$ cat config.mk
export PLATFORM = sky130hd
export DESIGN_NAME = opsg_reg_ctrl
export DESIGN_NICKNAME = d
export VERILOG_FILES = /design/src/rtl/opsg_reg_ctrl.sv
export SDC_FILE = /design/constraint.sdc
export NUM_CORES = 1
export LEC_CHECK = 0
export CAP_MARGIN = 20
export CORE_ASPECT_RATIO = 0.7
export CORE_MARGIN = 3
export CORE_UTILIZATION = 50
export CTS_BUF_LIST = sky130_fd_sc_hd__clkbuf_4 sky130_fd_sc_hd__clkbuf_8
export DETAILED_ROUTE_END_ITERATION = 6
export HOLD_SLACK_MARGIN = 0.08
export PLACE_DENSITY_LB_ADDON = 0.12
export SYNTH_ARGS = -nofsm -noshare
export SYNTH_HDL_FRONTEND = slang
export SYNTH_SLANG_ARGS = --single-unit
$ cat constraint.sdc
create_clock -name clk -period 2.6 [get_ports clk]
set_clock_uncertainty 0.15 [all_clocks]
set_input_delay 0.65 -clock clk [delete_from_list [all_inputs] [get_ports clk]]
set_output_delay 0.65 -clock clk [all_outputs]
set_load 0.02 [all_outputs]
$ cat src/rtl/opsg_reg_ctrl.sv
// Host register controller for the OPSG sound generator: decodes SN76489-style
// latch/data bytes into tone/attenuation/noise registers and paces the host via READY.
module opsg_reg_ctrl #(
    parameter int WAIT_CYCLES = 32,
    parameter int CNT_WIDTH   = 6
) (
    input  logic       clk,
    input  logic       reset_n,
    input  logic       wr,
    input  logic [7:0] data,
    output logic       ready,
    output logic       overrun,
    output logic [9:0] tone0,
    output logic [9:0] tone1,
    output logic [9:0] tone2,
    output logic [3:0] att0,
    output logic [3:0] att1,
    output logic [3:0] att2,
    output logic [3:0] att3,
    output logic [1:0] nf,
    output logic       fb,
    output logic       noise_rst
);

    typedef enum logic {IDLE, BUSY} state_t;

    state_t               state_q;
    logic [CNT_WIDTH-1:0] cnt_q;
    logic                 ready_q;
    logic                 overrun_q;
    logic                 noise_rst_q;

    logic [9:0] tone_q [3];
    logic [9:0] tone_d [3];
    logic [3:0] att_q  [4];
    logic [3:0] att_d  [4];
    logic [1:0] nf_q, nf_d;
    logic       fb_q, fb_d;
    logic [1:0] lch_q, lch_d;
    logic       ltyp_q, ltyp_d;
    logic       noise_hit;
    logic       accept;
    logic [1:0] wch;
    logic       wtyp;

    assign accept = wr && ready_q;

    // A latch byte retargets the pointer and writes through it in the same cycle;
    // a data byte writes through the existing pointer.
    always_comb begin
        tone_d    = tone_q;
        att_d     = att_q;
        nf_d      = nf_q;
        fb_d      = fb_q;
        lch_d     = lch_q;
        ltyp_d    = ltyp_q;
        noise_hit = 1'b0;
        wch       = data[7] ? data[6:5] : lch_q;
        wtyp      = data[7] ? data[4]   : ltyp_q;
        if (accept) begin
            if (data[7]) begin
                lch_d  = data[6:5];
                ltyp_d = data[4];
            end
            if (wtyp) begin
                att_d[wch] = data[3:0];
            end else if (wch != 2'd3) begin
                if (data[7]) begin
                    tone_d[wch][3:0] = data[3:0];
                end else begin
                    tone_d[wch][9:4] = data[5:0];
                end
            end else begin
                fb_d      = data[2];
                nf_d      = data[1:0];
                noise_hit = 1'b1;
            end
        end
    end

    always_ff @(posedge clk or negedge reset_n) begin
        if (!reset_n) begin
            for (int i = 0; i < 3; i++) tone_q[i] <= '0;
            for (int i = 0; i < 4; i++) att_q[i] <= 4'hF;
            nf_q        <= '0;
            fb_q        <= 1'b0;
            lch_q       <= '0;
            ltyp_q      <= 1'b0;
            state_q     <= IDLE;
            cnt_q       <= '0;
            ready_q     <= 1'b1;
            overrun_q   <= 1'b0;
            noise_rst_q <= 1'b0;
        end else begin
            tone_q      <= tone_d;
            att_q       <= att_d;
            nf_q        <= nf_d;
            fb_q        <= fb_d;
            lch_q       <= lch_d;
            ltyp_q      <= ltyp_d;
            noise_rst_q <= noise_hit;
            overrun_q   <= wr && !ready_q;
            case (state_q)
                IDLE: begin
                    if (accept && (WAIT_CYCLES > 0)) begin
                        state_q <= BUSY;
                        cnt_q   <= CNT_WIDTH'(WAIT_CYCLES);
                        ready_q <= 1'b0;
                    end
                end
                BUSY: begin
                    // Dropped writes do not touch the countdown.
                    if (cnt_q == CNT_WIDTH'(1)) begin
                        state_q <= IDLE;
                        cnt_q   <= '0;
                        ready_q <= 1'b1;
                    end else begin
                        cnt_q <= cnt_q - CNT_WIDTH'(1);
                    end
                end
                default: begin
                    state_q <= IDLE;
                    ready_q <= 1'b1;
                end
            endcase
        end
    end

    assign ready     = ready_q;
    assign overrun   = overrun_q;
    assign tone0     = tone_q[0];
    assign tone1     = tone_q[1];
    assign tone2     = tone_q[2];
    assign att0      = att_q[0];
    assign att1      = att_q[1];
    assign att2      = att_q[2];
    assign att3      = att_q[3];
    assign nf        = nf_q;
    assign fb        = fb_q;
    assign noise_rst = noise_rst_q;

endmodule

==> results.toml, run 1 <==
[die]
design.core.area_mm2 = 0.00494
io_pins = 63
die_x_um = 92.9
rows = 21
chipHeight_um = 66.8
dieArea_mm2 = 0.00621
initial_core_util = 0.535

[logic_synthesis]
yosys_warnings = 0
ys_ff_latch = 62
synth.avg_cell_area_um2 = 14.6
yosysSeqAreaShare = 0.595
ys_top_cells_by_area = "dfrtp_1 43%, mux2_2 17%, dfstp_2 17%"
netlist_area_mm2 = 0.00264
syn_inst = 181
synth_top_area_share = 0.426
synth_top_area_cell = "dfrtp_1"
syn_nets = 194
ys_types = 35

[power]
max-vdd-ir-drop_v = 0.000376
p_leak_uw = 0.00165
finalPower_uw = 1780
power_density_mw_per_mm2 = 494

[clocking]
hold_buffers = 0
clk_pin_slew_worst_paths_ns = 0.07
post_cts_resized = 0
cts.sinks = 62
cts.htree.levels = 3
postCtsSetupRepairBufs = 0
cts-buffers-inserted = 9
cts_tree = "built"
clk_path_buf_depth = 2
clkLatencyLatePin_ns = 0.32
cts_root_buf = "clkbuf_8"

[worst_setup_path]
path_cells = "clkdlybuf4s50_1, mux2_2, or3_1, mux2_4"
critPathLaunchType = "input pin"
crit_slowest_cell = "clkdlybuf4s50_1"
critPathArrivalTime_ns = 2.47
slowest_delay_ns = 0.54
required_ns = 2.65
crit_path_end_kind = "register"
path_class = "input pin to register"
path_max_fanout = 6

[timing]
whs_ns = 0.173
rsz0062_at_grt = "false"
fin_crit_sh = 0.930
setup_viol = 0
fin_setup_tns_ns = 0
drv_slew = 0
max_freq_mhz = 414
fin_crit_ns = 2.42
hold_viol_final = 0
slew-limit-headroom = 0.669
tightest_slew_ns = 0.494

[outcome]
status = "complete, no violations"

[placed_design]
postPlaceCellArea_mm2 = 0.00343
io_buffer_count = 62
dp.final_hpwl_um = 3940
finalWeightedCongestion = 0.806

[route]
wl_per_cell_um = 16.3
drtAntennaViolNets = 0
drcViolationCount = 0
dr_total_vias = 1738
vias_per_cell = 5.16
wirelength_um = 5490
drt-pass1-iter-count = 4
drtIter0Drc = 66

[global_routing]
antenna_found_initial = 0
grt_pass1_wl_um = 8990
grt.overflow.total = 0
grt_pass1_vias = 1725
track_usage = 0.194
grt_max_degree = 63

[layout]
syn2layout_area_growth_pct = 36.6
fillCellCount = 353
diodes = 0
nNetsFinal = 276
fin_area_mm2 = 0.00361
final_core_utilization = 0.731
drive_gt1_frac = 0.399
final_common_cell = "clkdlybuf4s50_1"
mostFrequentLayoutCells = "61 x clkdlybuf4s50_1, 45 x dfrtp_1, 40 x mux2_2, 17 x dfstp_2, 16 x buf_4"

[worst_hold_path]
hold_path_class = "input pin to async pin"

[flow_run]
cap_violations = 0
## path summary, 6_finish.rpt
path                               start       end  slack (ns)  cells past startpoint
max in group asynchronous        reset_n   att1[2]        1.80                      2
worst max register to register  cnt_q[1]  cnt_q[4]        0.48                      5
worst min register to register  tone0[7]  tone0[7]        0.36                      1
min in group clk                tone0[7]  tone0[7]        0.36                      1
worst max-delay path             data[7]  tone2[8]        0.18                      4
worst min-delay path             reset_n  tone2[1]        0.17                      2
## cell usage after synthesis
| library cell | instances |
|---|---|
| a211oi_1 | 2 |
| a211oi_2 | 2 |
| a21o_1 | 1 |
| a21oi_1 | 2 |
| a32o_1 | 1 |
| and2_1 | 1 |
| and3_1 | 1 |
| buf_1 | 1 |
| buf_6 | 3 |
| clkbuf_1 | 4 |
| dfrtp_1 | 45 |
| dfstp_2 | 17 |
| ha_1 | 2 |
| inv_1 | 3 |
| mux2_2 | 40 |
| mux2_4 | 12 |
| mux2i_1 | 1 |
| nand2_1 | 6 |
| nand2b_1 | 1 |
| nand3_1 | 3 |
| nand3b_1 | 3 |
| nor2_1 | 2 |
| nor2b_1 | 2 |
| nor3_1 | 4 |
| nor3b_1 | 2 |
| o21ai_0 | 7 |
| o221ai_1 | 1 |
| o31a_1 | 1 |
| o31ai_1 | 1 |
| o41ai_1 | 1 |
| or3_1 | 5 |
| or3b_1 | 1 |
| or3b_4 | 1 |
| or4b_2 | 1 |
| xnor2_1 | 1 |
## metal layers
layer  wire (um)  track usage
met5           0            0
met4           0       0.0457
met3         336       0.0745
met2        2500        0.294
met1        2660        0.263
## worst max-delay path, delay by kind of cell
family | cells | cell delay (ns)
mux | 2 | 0.75
buf+inv | 1 | 0.54
simple gates | 1 | 0.53
## per-stage QoR
stage / cells / setup slack, ns
2_1_floorplan: 181 / 0.426
3_3_place_gp: 321 / -0.103
3_5_place_dp: 321 / -0.144
4_1_cts: 337 / 0.203
5_1_grt: 337 / 0.127
6_report: 337 / 0.183
## power by group
part	switching [uW]	internal, uW	total (uW)
registers	0.191	967	967
clock network	331	412	743
logic	44.7	28.5	73.2
## flip-flops by register name, indices dropped and copies added, names as in the netlist
| register | count |
|---|---|
| att3 | 4 |
| att0 | 4 |
| fb | 1 |
| lch_q | 2 |
| att1 | 4 |
| nf | 2 |
| tone1 | 10 |
| att2 | 4 |
| ltyp_q | 1 |
| ready | 1 |
| state_q | 1 |
| overrun | 1 |
| cnt_q | 6 |
| tone2 | 10 |
| tone0 | 10 |
| noise_rst | 1 |
## logic make-up (layout without fill, tap and decap cells)
group           count (synthesis)  in the layout  share of synthesized area
fa+ha+maj                       2              2                    0.00947
buf+inv                        11             98                     0.0241
mux                            53             53                      0.242
flops                          62             62                      0.595
simple gates                   33             33                     0.0739
xor+xnor                        1              1                    0.00331
compound gates                 19             19                     0.0516
## cell type report
cell class              count  area, um^2  area share
repair buffers             79         756       0.209
clock inverters             2        10.0     0.00277
multi-input cells         108        1010       0.279
inverters                   3        11.3     0.00312
clock buffers              14         168      0.0464
well taps                  69        86.3      0.0239
flip-flops and latches     62        1570       0.436
No activity file was read; power rests on OpenSTA's default activity.
==> inputs of run 2 (changes only) <==
--- a/config.mk
+++ b/config.mk
@@ -11,7 +11,6 @@
 export CORE_UTILIZATION = 50
 export CTS_BUF_LIST = sky130_fd_sc_hd__clkbuf_4 sky130_fd_sc_hd__clkbuf_8
 export DETAILED_ROUTE_END_ITERATION = 6
-export HOLD_SLACK_MARGIN = 0.08
 export PLACE_DENSITY_LB_ADDON = 0.12
 export SYNTH_ARGS = -nofsm -noshare
 export SYNTH_HDL_FRONTEND = slang
==> results of run 2 <==
Same layout as run 1: the final DEF is identical, and so are final timing and power.
==> inputs of run 3 (changes only) <==
--- a/config.mk
+++ b/config.mk
@@ -8,7 +8,7 @@
 export CAP_MARGIN = 20
 export CORE_ASPECT_RATIO = 0.7
 export CORE_MARGIN = 3
-export CORE_UTILIZATION = 50
+export CORE_UTILIZATION = 41
 export CTS_BUF_LIST = sky130_fd_sc_hd__clkbuf_4 sky130_fd_sc_hd__clkbuf_8
 export DETAILED_ROUTE_END_ITERATION = 6
 export PLACE_DENSITY_LB_ADDON = 0.12
==> constraint.sdc (replaced) <==
create_clock -name clk -period 2.6 [get_ports clk]
set_clock_uncertainty 0.15 [all_clocks]
set_input_delay 0.78 -clock clk [delete_from_list [all_inputs] [get_ports clk]]
set_output_delay 0.78 -clock clk [all_outputs]
set_load 0.02 [all_outputs]
==> results.toml, run 3 (synthesis gave the netlist of run 1 again) <==
[route]
vias_per_cell = 5.07
wl_per_cell_um = 16.3
drt-pass1-iter-count = 4
drtAntennaViolNets = 0
drcViolationCount = 0
wirelength_um = 5610
dr_total_vias = 1750
drtIter0Drc = 59

[layout]
mostFrequentLayoutCells = "61 x clkdlybuf4s50_1, 45 x dfrtp_1, 40 x mux2_2, 18 x buf_4, 17 x dfstp_2"
final_common_cell = "clkdlybuf4s50_1"
multi_input_area_mm2 = 0.00101
fillCellCount = 526
diodes = 0
nNetsFinal = 278
final_core_utilization = 0.617
seqCellArea_mm2 = 0.00157
syn2layout_area_growth_pct = 39.7
drive_gt1_frac = 0.404

[worst_setup_path]
critPathLaunchType = "input pin"
slowest_delay_ns = 0.56
path_cells = "clkdlybuf4s50_1, mux2_2, or3_1, mux2_4"
path_class = "input pin to register"
critPathArrivalTime_ns = 2.60
crit_slowest_cell = "clkdlybuf4s50_1"
crit_buf_inv = 1
required_ns = 2.67
path_max_fanout = 6
crit_path_end_kind = "register"
path_delay_family = "multiplexers"

[clocking]
hold_buffers = 0
cts.htree.levels = 3
clk_path_buf_depth = 2
cts.sinks = 62
postCtsSetupRepairBufs = 0
cts_root_buf = "clkbuf_8"
post_cts_resized = 0
cts-buffers-inserted = 9
cts_tree = "built"
clkLatencyLatePin_ns = 0.33
clk_pin_slew_worst_paths_ns = 0.06

[die]
initial_core_util = 0.441
rows = 23
io_pins = 63
dieArea_mm2 = 0.00746
design.core.area_mm2 = 0.00599
chipHeight_um = 73.2
die_x_um = 102

[timing]
fin_crit_sh = 0.972
slew-limit-headroom = 0.663
tightest_slew_ns = 0.504
rsz0062_at_grt = "false"
drv_slew = 0
max_freq_mhz = 396
setup_ws_ns = 0.0726
hold_viol_final = 0
fin_crit_ns = 2.53
whs_ns = 0.294
setup_viol = 0

[placed_design]
finalWeightedCongestion = 0.760
io_buffer_count = 62
dp_slack_ns = -0.251
dp.final_hpwl_um = 3960

[global_routing]
grt.overflow.total = 0
grt_max_degree = 63
grt_pass1_vias = 1793
track_usage = 0.165
antenna_found_initial = 0
grt_pass1_wl_um = 9190

[worst_hold_path]
hold_path_class = "input pin to async pin"

[flow_run]
cap_violations = 0

[power]
power_density_mw_per_mm2 = 548
finalPower_uw = 2020
max-vdd-ir-drop_v = 0.000300
p_leak_uw = 0.00169

[outcome]
status = "complete, no violations"
## run 3: changes by cell type in the layout (fill, tap and decap cells not counted)
cell | previous run | this run
clkbuf_4 | 4 | 1
buf_4 | 16 | 18
bufinv_16 | 0 | 2
clkbuf_8 | 10 | 12
clkinv_2 | 2 | 1
## run 3: layout make-up
cell class / count / area share
sequential: 62 / 0.426
multi-input combinational: 108 / 0.272
timing repair buffer: 81 / 0.209
clock buffer: 13 / 0.0468
tap: 75 / 0.0254
clock inverter: 3 / 0.0176
inverter: 3 / 0.00305
## run 3: stage by stage
step,TNS (ns),cells,instance area (um^2)
2_1_floorplan,0,181,2640
3_3_place_gp,-5.92,329,3450
3_5_place_dp,-6.65,329,3450
4_1_cts,0,345,3690
5_1_grt,0,345,3690
6_report,0,345,3690
## run 3: worst register-to-register path, cell delays in order, from the launching register on
cell and delay [ns]:
dfrtp_1 0.40, inv_1 0.08, ha_1 0.16, or4b_2 0.61, o21ai_0 0.41, o21ai_0 0.16
## run 3: final timing paths
path,from,endpoint,slack (ns),cells after the start
worst min-delay path,reset_n,tone1[5],0.29,2
max in group asynchronous,reset_n,att0[3],1.68,2
worst min register to register,tone2[3],tone2[3],0.36,1
worst max-delay path,data[7],tone2[7],0.07,4
worst max register to register,cnt_q[1],cnt_q[2],0.48,5
min in group clk,tone2[3],tone2[3],0.36,1
## run 3: report_power, final
part           internal, uW  switching, uW
logic                  29.5           46.1
registers               967          0.156
clock network           628            353
total                  1620            399
## run 3: routing by layer
| layer | GRT usage | up-vias | wire (um) |
|---|---|---|---|
| met5 | 0 | - | 0 |
| met4 | 0.0611 | 0 | 73 |
| met3 | 0.0678 | 10 | 379 |
| met2 | 0.224 | 51 | 2310 |
| met1 | 0.237 | 860 | 2850 |
| li1 | - | 829 | - |
